## src/rtl/vga_timing_pkg.sv

```systemverilog
// Shared timing defaults, state/phase types and the phase decode helper
// for the VGA raster timing controller.
package vga_timing_pkg;

  // Coordinate and counter width; every total must stay at or below 2047.
  localparam int CW = 11;

  // Default 640x480@60 timing (pixel clock ~25.175 MHz).
  localparam int DEF_H_SYNC = 96;
  localparam int DEF_H_BP   = 48;
  localparam int DEF_H_ACT  = 640;
  localparam int DEF_H_FP   = 16;
  localparam int DEF_V_SYNC = 2;
  localparam int DEF_V_BP   = 33;
  localparam int DEF_V_ACT  = 480;
  localparam int DEF_V_FP   = 10;

  typedef enum logic {
    IDLE = 1'b0,
    RUN  = 1'b1
  } state_t;

  typedef enum logic [1:0] {
    PH_SYNC = 2'd0,
    PH_BP   = 2'd1,
    PH_ACT  = 2'd2,
    PH_FP   = 2'd3
  } phase_t;

  // Phase of an axis position; order from 0 is SYNC, BP, ACTIVE, FP.
  function automatic phase_t phase_of(input logic [CW-1:0] c,
                                      input logic [CW-1:0] s,
                                      input logic [CW-1:0] b,
                                      input logic [CW-1:0] a);
    if (c < s)
      return PH_SYNC;
    else if (c < s + b)
      return PH_BP;
    else if (c < s + b + a)
      return PH_ACT;
    else
      return PH_FP;
  endfunction

endpackage

```

## src/rtl/vga_axis_counter.sv

```systemverilog
// One raster axis: a wrapping position counter plus decode of the sync
// and active phases, the 1-based coordinate, and whether the position
// the counter moves to on the next step is active.
module vga_axis_counter
  import vga_timing_pkg::*;
#(
  parameter int SYNC = DEF_H_SYNC,
  parameter int BP   = DEF_H_BP,
  parameter int ACT  = DEF_H_ACT,
  parameter int FP   = DEF_H_FP
) (
  input  logic          clk,
  input  logic          rst_n,
  input  logic          step,
  input  logic          clear,
  output logic [CW-1:0] cnt,
  output logic          wrap,
  output logic          sync,
  output logic          act,
  output logic [CW-1:0] coord,
  output logic          next_act
);

  localparam logic [CW-1:0] L_SYNC  = CW'(SYNC);
  localparam logic [CW-1:0] L_BP    = CW'(BP);
  localparam logic [CW-1:0] L_ACT   = CW'(ACT);
  localparam logic [CW-1:0] L_START = CW'(SYNC + BP);
  localparam logic [CW-1:0] L_LAST  = CW'(SYNC + BP + ACT + FP - 1);

  logic [CW-1:0] cnt_step;

  // Position reached by one step, wrapping at the end of the axis.
  always_comb begin
    wrap     = (cnt == L_LAST);
    cnt_step = wrap ? '0 : cnt + CW'(1);
  end

  // Position register: clear wins over step.
  always_ff @(posedge clk or negedge rst_n) begin
    if (!rst_n)
      cnt <= '0;
    else if (clear)
      cnt <= '0;
    else if (step)
      cnt <= cnt_step;
  end

  // Phase decode of the current and the upcoming position.
  always_comb begin
    sync     = (phase_of(cnt, L_SYNC, L_BP, L_ACT) == PH_SYNC);
    act      = (phase_of(cnt, L_SYNC, L_BP, L_ACT) == PH_ACT);
    coord    = act ? (cnt - L_START + CW'(1)) : '0;
    next_act = step ? (phase_of(cnt_step, L_SYNC, L_BP, L_ACT) == PH_ACT) : act;
  end

endmodule

```

## src/rtl/vga_timing_ctrl.sv

```systemverilog
// VGA raster timing controller: frame-aligned IDLE/RUN control, horizontal
// and vertical axis counters, and sync/blank/coordinate/strobe decode.
// All outputs decode the same state and counter registers, so sync,
// coordinates and the active qualifier change on the same clock edge.
module vga_timing_ctrl
  import vga_timing_pkg::*;
#(
  parameter int   H_SYNC = DEF_H_SYNC,
  parameter int   H_BP   = DEF_H_BP,
  parameter int   H_ACT  = DEF_H_ACT,
  parameter int   H_FP   = DEF_H_FP,
  parameter int   V_SYNC = DEF_V_SYNC,
  parameter int   V_BP   = DEF_V_BP,
  parameter int   V_ACT  = DEF_V_ACT,
  parameter int   V_FP   = DEF_V_FP,
  parameter logic HS_POL = 1'b0,
  parameter logic VS_POL = 1'b0
) (
  input  logic          VGA_CLK,
  input  logic          RESET,
  input  logic          ENABLE,
  output logic          oHSYNC,
  output logic          oVSYNC,
  output logic          oSYNC_COLOR,
  output logic [CW-1:0] oCurrent_X,
  output logic [CW-1:0] oCurrent_Y,
  output logic          oPIX_REQ,
  output logic          oFRAME_START,
  output logic          oLINE_START,
  output state_t        state_dbg
);

  state_t        state, state_nxt;
  logic          run;
  logic          frame_end;
  logic [CW-1:0] h_cnt, v_cnt;
  logic          h_wrap, h_sync, h_act, h_next_act;
  logic          v_wrap, v_sync, v_act, v_next_act;
  logic [CW-1:0] h_coord, v_coord;

  assign run       = (state == RUN);
  assign frame_end = run & h_wrap & v_wrap;
  assign state_dbg = state;

  vga_axis_counter #(
    .SYNC(H_SYNC), .BP(H_BP), .ACT(H_ACT), .FP(H_FP)
  ) u_h (
    .clk      (VGA_CLK),
    .rst_n    (RESET),
    .step     (run),
    .clear    (~run),
    .cnt      (h_cnt),
    .wrap     (h_wrap),
    .sync     (h_sync),
    .act      (h_act),
    .coord    (h_coord),
    .next_act (h_next_act)
  );

  vga_axis_counter #(
    .SYNC(V_SYNC), .BP(V_BP), .ACT(V_ACT), .FP(V_FP)
  ) u_v (
    .clk      (VGA_CLK),
    .rst_n    (RESET),
    .step     (run & h_wrap),
    .clear    (~run),
    .cnt      (v_cnt),
    .wrap     (v_wrap),
    .sync     (v_sync),
    .act      (v_act),
    .coord    (v_coord),
    .next_act (v_next_act)
  );

  // FSM state register.
  always_ff @(posedge VGA_CLK or negedge RESET) begin
    if (!RESET)
      state <= IDLE;
    else
      state <= state_nxt;
  end

  // Start on ENABLE; stop only at the last cycle of a frame.
  always_comb begin
    state_nxt = state;
    case (state)
      IDLE:    if (ENABLE) state_nxt = RUN;
      RUN:     if (frame_end && !ENABLE) state_nxt = IDLE;
      default: state_nxt = IDLE;
    endcase
  end

  // Output decode, everything forced inactive outside RUN.
  always_comb begin
    oHSYNC       = ~HS_POL;
    oVSYNC       = ~VS_POL;
    oSYNC_COLOR  = 1'b0;
    oCurrent_X   = '0;
    oCurrent_Y   = '0;
    oPIX_REQ     = 1'b0;
    oFRAME_START = 1'b0;
    oLINE_START  = 1'b0;
    if (run) begin
      oHSYNC       = h_sync ? HS_POL : ~HS_POL;
      oVSYNC       = v_sync ? VS_POL : ~VS_POL;
      oSYNC_COLOR  = h_act & v_act;
      oCurrent_X   = h_act ? h_coord : '0;
      oCurrent_Y   = v_act ? v_coord : '0;
      oPIX_REQ     = h_next_act & v_next_act & ~(frame_end & ~ENABLE);
      oFRAME_START = (h_cnt == '0) && (v_cnt == '0);
      oLINE_START  = (h_cnt == '0);
    end
  end

endmodule

```

## config.mk

```make
export PLATFORM = sky130hd
export DESIGN_NAME = vga_timing_ctrl
export DESIGN_NICKNAME = d
export VERILOG_FILES = /design/src/rtl/vga_timing_pkg.sv /design/src/rtl/vga_axis_counter.sv /design/src/rtl/vga_timing_ctrl.sv
export SDC_FILE = /design/constraint.sdc
export NUM_CORES = 1
export LEC_CHECK = 0
export ABC_AREA = 1
export CAP_MARGIN = 30
export CELL_PAD_IN_SITES_DETAIL_PLACEMENT = 1
export CELL_PAD_IN_SITES_GLOBAL_PLACEMENT = 1
export CORE_MARGIN = 2
export CORE_UTILIZATION = 37
export CTS_CLUSTER_SIZE = 16
export DETAILED_ROUTE_END_ITERATION = 16
export GPL_TIMING_DRIVEN = 0
export PLACE_DENSITY_LB_ADDON = 0.1
export REMOVE_ABC_BUFFERS = 1
export SLEW_MARGIN = 25
export SYNTH_ARGS = -nofsm -noshare
export SYNTH_HDL_FRONTEND = slang
export SYNTH_SLANG_ARGS = --single-unit
export TNS_END_PERCENT = 100
```

## constraint.sdc

```tcl
create_clock -name VGA_CLK -period 2.61 [get_ports VGA_CLK]
set_input_delay 0.783 -clock VGA_CLK [delete_from_list [all_inputs] [get_ports VGA_CLK]]
set_output_delay 0.783 -clock VGA_CLK [all_outputs]
set_load 0.02 [all_outputs]
```

======== Word level (Yosys, flattened, before mapping) ========
Index checks and enable logic that the tools add are counted.
Widths: inputs -> output; s select.
word-level totals
  register bits after elaboration ......... 23
  input bits .............................. 3
  output and inout port bits .............. 29
  logic and storage cells ................. 78
operators by class
  add/subtract/negate cells ............... 6
  $lt $le $gt $ge ......................... 12
  eq/ne operators ......................... 7
  muxes and demuxes ....................... 34
  bitwise logic cells ..................... 9
  reduce and logical (&&, ||, !) cells .... 7
operator list
  cell                   count
  $mux 11                9
  $add 11x1->11 const B  4
  $lt 11x10->1 const B   4
  $eq 11x10->1 const B   2
  $logic_not 11->1       2
  $lt 11x2->1 const B    2
  $lt 11x6->1 const B    2
  $lt 11x7->1 const B    2
  $lt 11x8->1 const B    2
  $mux 1                 16
  $mux 2                 8
  $sub 11x6->11 const B  1
  $sub 11x8->11 const B  1
  $eq 2x2->1 const B     4
  $and 1x1->1            6
  $logic_not 2->1        2
  $not 1->1              3
  $logic_and 1x1->1      2
  $ne 2x1->1 const B     1
  $pmux 1 s2             1
  $logic_not 1->1        1

======== Depth between registers and ports, before layout ========
  depth after elaboration ................. 11
  gate-level depth with buffers ........... 12

======== Hierarchy ========
From an unflattened synthesis, not the netlist that was laid out.
unflattened totals
  cell total of the unflattened synthesis .. 405
  area, all modules ....................... 2439.8 sq um
modules (own cells, without submodules)
  module                   instances  cells each  area each (sq um)  sequential area each (sq um)
  vga_axis_counter at u_v  1          169         1097.3             275.3
  vga_axis_counter at u_h  1          145         942.2              275.3
  vga_timing_ctrl          1          91          400.4              25.0

======== Worst setup path after synthesis ========
OpenSTA, ideal clock, no wires.
  path type ............................... register -> output
  start point ............................. reg u_h.cnt[4]
  end point ............................... out oCurrent_X[2]
  data arrival time ....................... 1660 ps
  data required time ...................... 1827 ps
  slack ................................... 167 ps
  stages on the path, launching flop included .. 8
  path buffers ............................ 0
  cells stage by stage .................... dfrtp_1 nor2_2 nand2_1 nor2_1 inv_1 a31oi_1 nand2_1 nor4_1
on the way
  word-level cells in the longest chain between the ends .. 7
ends and longest elaborated chain
  item                    line                    source
  start, declared         vga_axis_counter.sv:16  output logic [CW-1:0] cnt,
  start signal, assigned  vga_axis_counter.sv:45  cnt <= cnt_step;
  $lt 11x10->1            vga_timing_pkg.sv:39    else if (c < s + b + a)
  $mux 1                  vga_timing_pkg.sv:39
  $mux 2                  vga_timing_pkg.sv:37    else if (c < s + b)
  $mux 2 *                vga_timing_pkg.sv:35    if (c < s)
  $eq 2x2->1 *            vga_axis_counter.sv:51  act = (phase_of(cnt, L_SYNC, L_BP, L_ACT) == PH_ACT);
  $mux 11 *               vga_timing_ctrl.sv:107  oCurrent_X = h_act ? h_coord : '0;
  $mux 11 *               vga_timing_ctrl.sv:103  if (run) begin
  end, declared           vga_timing_ctrl.sv:25   output logic [CW-1:0] oCurrent_X,
Mark *: on every way between the ends. The rest lies on a longest branch, timed or not.

======== Final worst setup path ========
  start point ............................. reg u_h.cnt[4]
  end point ............................... out oCurrent_X[8]
on the way
  word-level cells in the longest chain between the ends .. 7
ends and longest elaborated chain
  item                                                                   line
  parallel branches: the longest is 5 deep, another holds $sub 11x8->11  --
  $mux 11 *                                                              vga_timing_ctrl.sv:107
  $mux 11 *                                                              vga_timing_ctrl.sv:103
Mark *: on every way between the ends.

==> results_tabular.tex <==
\begin{tabular}{lr}
\hline
Metric & Value \\
\hline
\multicolumn{2}{l}{\textbf{Status}} \\
Status & finished, violations left \\
Violated checks & negative setup slack \\
\multicolumn{2}{l}{\textbf{Logic synthesis}} \\
Proportion of netlist area held by the largest area contributor & 0.313 \\
Share of synthesized area occupied by flip-flops and latches & 0.313 \\
Adder-cell area share of the yosys netlist & 0.0476 \\
Synthesized-area fraction occupied by xor and xnor cells & 0.0666 \\
Dominant combinational cell family by area after synthesis & simple AND/OR/NAND/NOR gates \\
Most numerous cell types in the synthesized netlist & sky130\_fd\_sc\_hd\_\_nand2\_1 (55), sky130\_fd\_sc\_hd\_\_nor2\_1 (52), sky130\_fd\_sc\_hd\_\_inv\_1 (37) \\
Syn\_area\_per\_cell & 6.62 sq um \\
Post-synthesis sequential element count & 23 \\
Most frequently used flop master after synthesis & sky130\_fd\_sc\_hd\_\_dfrtp\_1 \\
Synth Area in Compound Gates & 0.105 \\
Number of distinct library cells after synthesis & 30 \\
Cell taking the most area after synthesis & sky130\_fd\_sc\_hd\_\_dfrtp\_1 \\
Total of warnings raised by yosys & 0 \\
Number of flops mapped to enable cells by yosys & 0 \\
Share of async-settable or async-resettable flops after synthesis & 1.00 \\
Largest cells by area after synthesis & sky130\_fd\_sc\_hd\_\_dfrtp\_1 (31\%), sky130\_fd\_sc\_hd\_\_nand2\_1 (11\%), sky130\_fd\_sc\_hd\_\_nor2\_1 (11\%), sky130\_fd\_sc\_hd\_\_inv\_1 (7.5\%), sky130\_fd\_sc\_hd\_\_xor2\_1 (6.2\%) \\
Mux contribution to synthesized area & 0 \\
Most common cell in the synthesized netlist & sky130\_fd\_sc\_hd\_\_nand2\_1 \\
Cell count after synthesis & 278 \\
Synthesized-area fraction occupied by and/or/nand/nor cells & 0.366 \\
Post-synthesis cell area & 0.00184 sq mm \\
\multicolumn{2}{l}{\textbf{Floorplanning}} \\
Overall die height & 74.5 um \\
Die outline width & 74.5 um \\
Std-Cell Rows & 25 \\
Starting Density & 0.387 \\
Placeable core region & 0.00475 sq mm \\
Area of the die & 0.00555 sq mm \\
\# IOs & 32 \\
\multicolumn{2}{l}{\textbf{Hold path}} \\
Worst Hold Class & in2async \\
\multicolumn{2}{l}{\textbf{Worst setup path}} \\
Endpoint kind of the worst setup timing path & primary output \\
Data arrival time of the worst path & 2.05 ns \\
Startpoint type of the worst setup path & register \\
Worst setup path category & reg2out \\
Top fanout value on the critical path & 7 \\
Endpoint required time on the critical path & 1.83 ns \\
Cells on worst reg2reg path & 9 \\
\multicolumn{2}{l}{\textbf{Timing}} \\
Max-Slew Margin vs Limit & 0.600 \\
Maximum frequency from static timing analysis & 353 MHz \\
Worst setup skew after layout & 0.00829 ns \\
RSZ-0062 raised after global routing & true \\
Final period utilization & 1.08 \\
Worst setup slack after layout & -0.221 ns \\
Post-layout minimum cycle time & 2.83 ns \\
Max-slew violation count & 0 \\
Final setup fails & 25 \\
Final number of hold-violating endpoints & 0 \\
Slew at the pin with the worst max-slew slack & 0.600 ns \\
\multicolumn{2}{l}{\textbf{Power}} \\
Reported leakage power & 1.57 nW \\
Worst VDD drop & 360 uV \\
Power per unit of standard cell area & 605 mW/mm\^{}2 \\
\multicolumn{2}{l}{\textbf{Route}} \\
Final wirelength & 9.21 mm \\
Count of unresolved DRC violations after routing & 0 \\
Count of vias placed by the detailed router & 2402 \\
First-pass iteration count of the detailed router & 4 \\
Wirelength per Cell & 21.5 um \\
DRT antenna net count & 0 \\
Starting DRC count in detailed routing & 160 \\
Drt via density & 5.60 \\
\multicolumn{2}{l}{\textbf{Clock network}} \\
Skew-Pair Late Insertion Delay & 0.27 ns \\
Worst-case clock buffer depth & 2 \\
Clock-pin transition on the worst setup and hold timing paths & 0.10 ns \\
Number of buffers created by CTS & 3 \\
CTS H-tree depth & 1 \\
Sinks on Clock Net & 23 \\
Cell chosen for the clock root & sky130\_fd\_sc\_hd\_\_clkbuf\_8 \\
Clock tree from TritonCTS & done \\
\multicolumn{2}{l}{\textbf{Placed design}} \\
Buffers added on ports & 30 \\
Half-perimeter wire length after detailed placement & 4.29 mm \\
Weighted congestion reported at the end of routability-driven placement & 0.878 \\
Placed cells & 369 \\
\multicolumn{2}{l}{\textbf{Final layout}} \\
Final Core Density & 0.666 \\
Count of non-filler cells in the finished layout & 429 \\
Diodes inserted & 0 \\
Total Nets Final & 373 \\
Area Overhead vs Synth & 71.9\% \\
Fraction of final layout cells sized beyond drive strength 1 & 0.536 \\
\multicolumn{2}{l}{\textbf{Global routing}} \\
Number of global-route vias before repair & 2016 \\
Total routing resource utilization after global routing & 0.241 \\
Wire length of the first global-routing pass & 10.2 mm \\
Maximum number of pins on one net before global-route repair & 24 \\
Initial antenna violation count & 0 \\
Leftover overflow at the end of global routing & 0 \\
\multicolumn{2}{l}{\textbf{Job}} \\
MaxCap Viol Count & 0 \\
\hline
\end{tabular}
==> worst max-delay path, cell delays in order, from the launching register on <==
cell and delay (ns):
sky130_fd_sc_hd__dfrtp_2 0.46, sky130_fd_sc_hd__nor2_4 0.12, sky130_fd_sc_hd__nand2_2 0.10, sky130_fd_sc_hd__nor2_4 0.11, sky130_fd_sc_hd__inv_2 0.07, sky130_fd_sc_hd__a31oi_4 0.26
sky130_fd_sc_hd__nand3_4 0.20, sky130_fd_sc_hd__buf_6 0.17, sky130_fd_sc_hd__nor2_1 0.13, sky130_fd_sc_hd__buf_4 0.17
==> power by group <==
group          internal [mW]  switching [mW]  leakage (nW)  total (mW)
Combinational          0.460           0.696          1.27        1.16
Clock                  0.109           0.134        0.0228       0.243
Sequential             0.418          0.0975         0.276       0.516
==> path summary, 6_finish.rpt <==
| check | from | end | slack, ns |
|---|---|---|---|
| setup / recovery | u_h.cnt[4] | oCurrent_X[8] | -0.22 |
| hold / removal | RESET | u_v.cnt[2] | 0.50 |
| setup reg to reg | u_h.cnt[5] | u_v.cnt[0] | 0.66 |
| hold reg to reg | u_v.cnt[8] | u_v.cnt[8] | 0.61 |
| max in group asynchronous | RESET | u_h.cnt[4] | 1.67 |
| min in group VGA_CLK | u_v.cnt[8] | u_v.cnt[8] | 0.61 |
==> layout by cell type (no fill, tap or decap), drive strengths merged <==
cell type | synthesis | routed
a21o | 1 | 1
a21oi | 6 | 6
a31oi | 1 | 1
buf | 6 | 81
clkbuf | 0 | 5
clkdlybuf4s50 | 0 | 2
clkinv | 1 | 1
clkinvlp | 0 | 1
conb | 1 | 1
dfrtp | 23 | 23
dlygate4sd2 | 0 | 1
dlymetal6s2s | 0 | 1
ha | 7 | 7
inv | 37 | 36
nand2 | 58 | 58
nand3 | 23 | 23
nand3b | 1 | 1
nand4 | 6 | 6
nor2 | 55 | 55
nor3 | 9 | 9
nor4 | 2 | 2
o211ai | 1 | 1
o21ai | 14 | 14
o22ai | 10 | 10
o32ai | 1 | 1
or2 | 1 | 1
xnor2 | 1 | 1
xor2 | 13 | 13
==> routing by layer <==
metal	vias to the layer above	wire length, um	part of all wire	GRT usage
met5	-	0	0	0
met4	0	213	0.023	0.0298
met3	23	518	0.056	0.0244
met2	113	4690	0.51	0.386
met1	1205	3790	0.41	0.362
li1	1061	-	-	-
==> kinds of logic after synthesis <==
| group | after synthesis |
|---|---|
| XOR/XNOR | 14 |
| adder cells (fa/ha/maj) | 7 |
| other | 1 |
| buffers and inverters | 44 |
| AND/OR/NAND/NOR | 155 |
| flip-flops | 23 |
| AO/OA/AOI/OAI | 34 |
==> cell type report <==
type | count | area (sq um)
repair buffers | 86 | 743
multi-input cells | 211 | 1540
flip-flops and latches | 23 | 596
clock buffers | 4 | 45.0
inverters | 38 | 159
well taps | 67 | 83.8
fillers | 577 | 1590
==> flip-flops by register name, summed over array words and instances (netlist names) <==
register   count
state_dbg      1
u_h.cnt       11
u_v.cnt       11
==> metrics by stage <==
| step | cell area, sq um | total power [mW] | hold WS (ns) | worst slack [ns] | TNS, ns |
|---|---|---|---|---|---|
| global placement | 2180 | 1.14 | 0.604 | -0.678 | -11.16 |
| finish | 3160 | 1.91 | 0.499 | -0.221 | -2.82 |
| global route | 3160 | 2.00 | 0.532 | -0.310 | -4.49 |
| floorplan | 1800 | 0.909 | 0.487 | 0.104 | 0 |
| detailed placement | 2180 | 1.15 | 0.628 | -0.677 | -11.64 |
| CTS | 2430 | 1.53 | 0.518 | -0.0929 | -0.146 |
==> timing repair <==
item | CTS | global route
hold buffers | 0 | 0
endpoints found under the setup margin | 26 | 26
setup buffers | 20 | 36
resized for setup | 143 | 150
pin swaps | 4 | 21
Power figures use the tool's default switching activity.
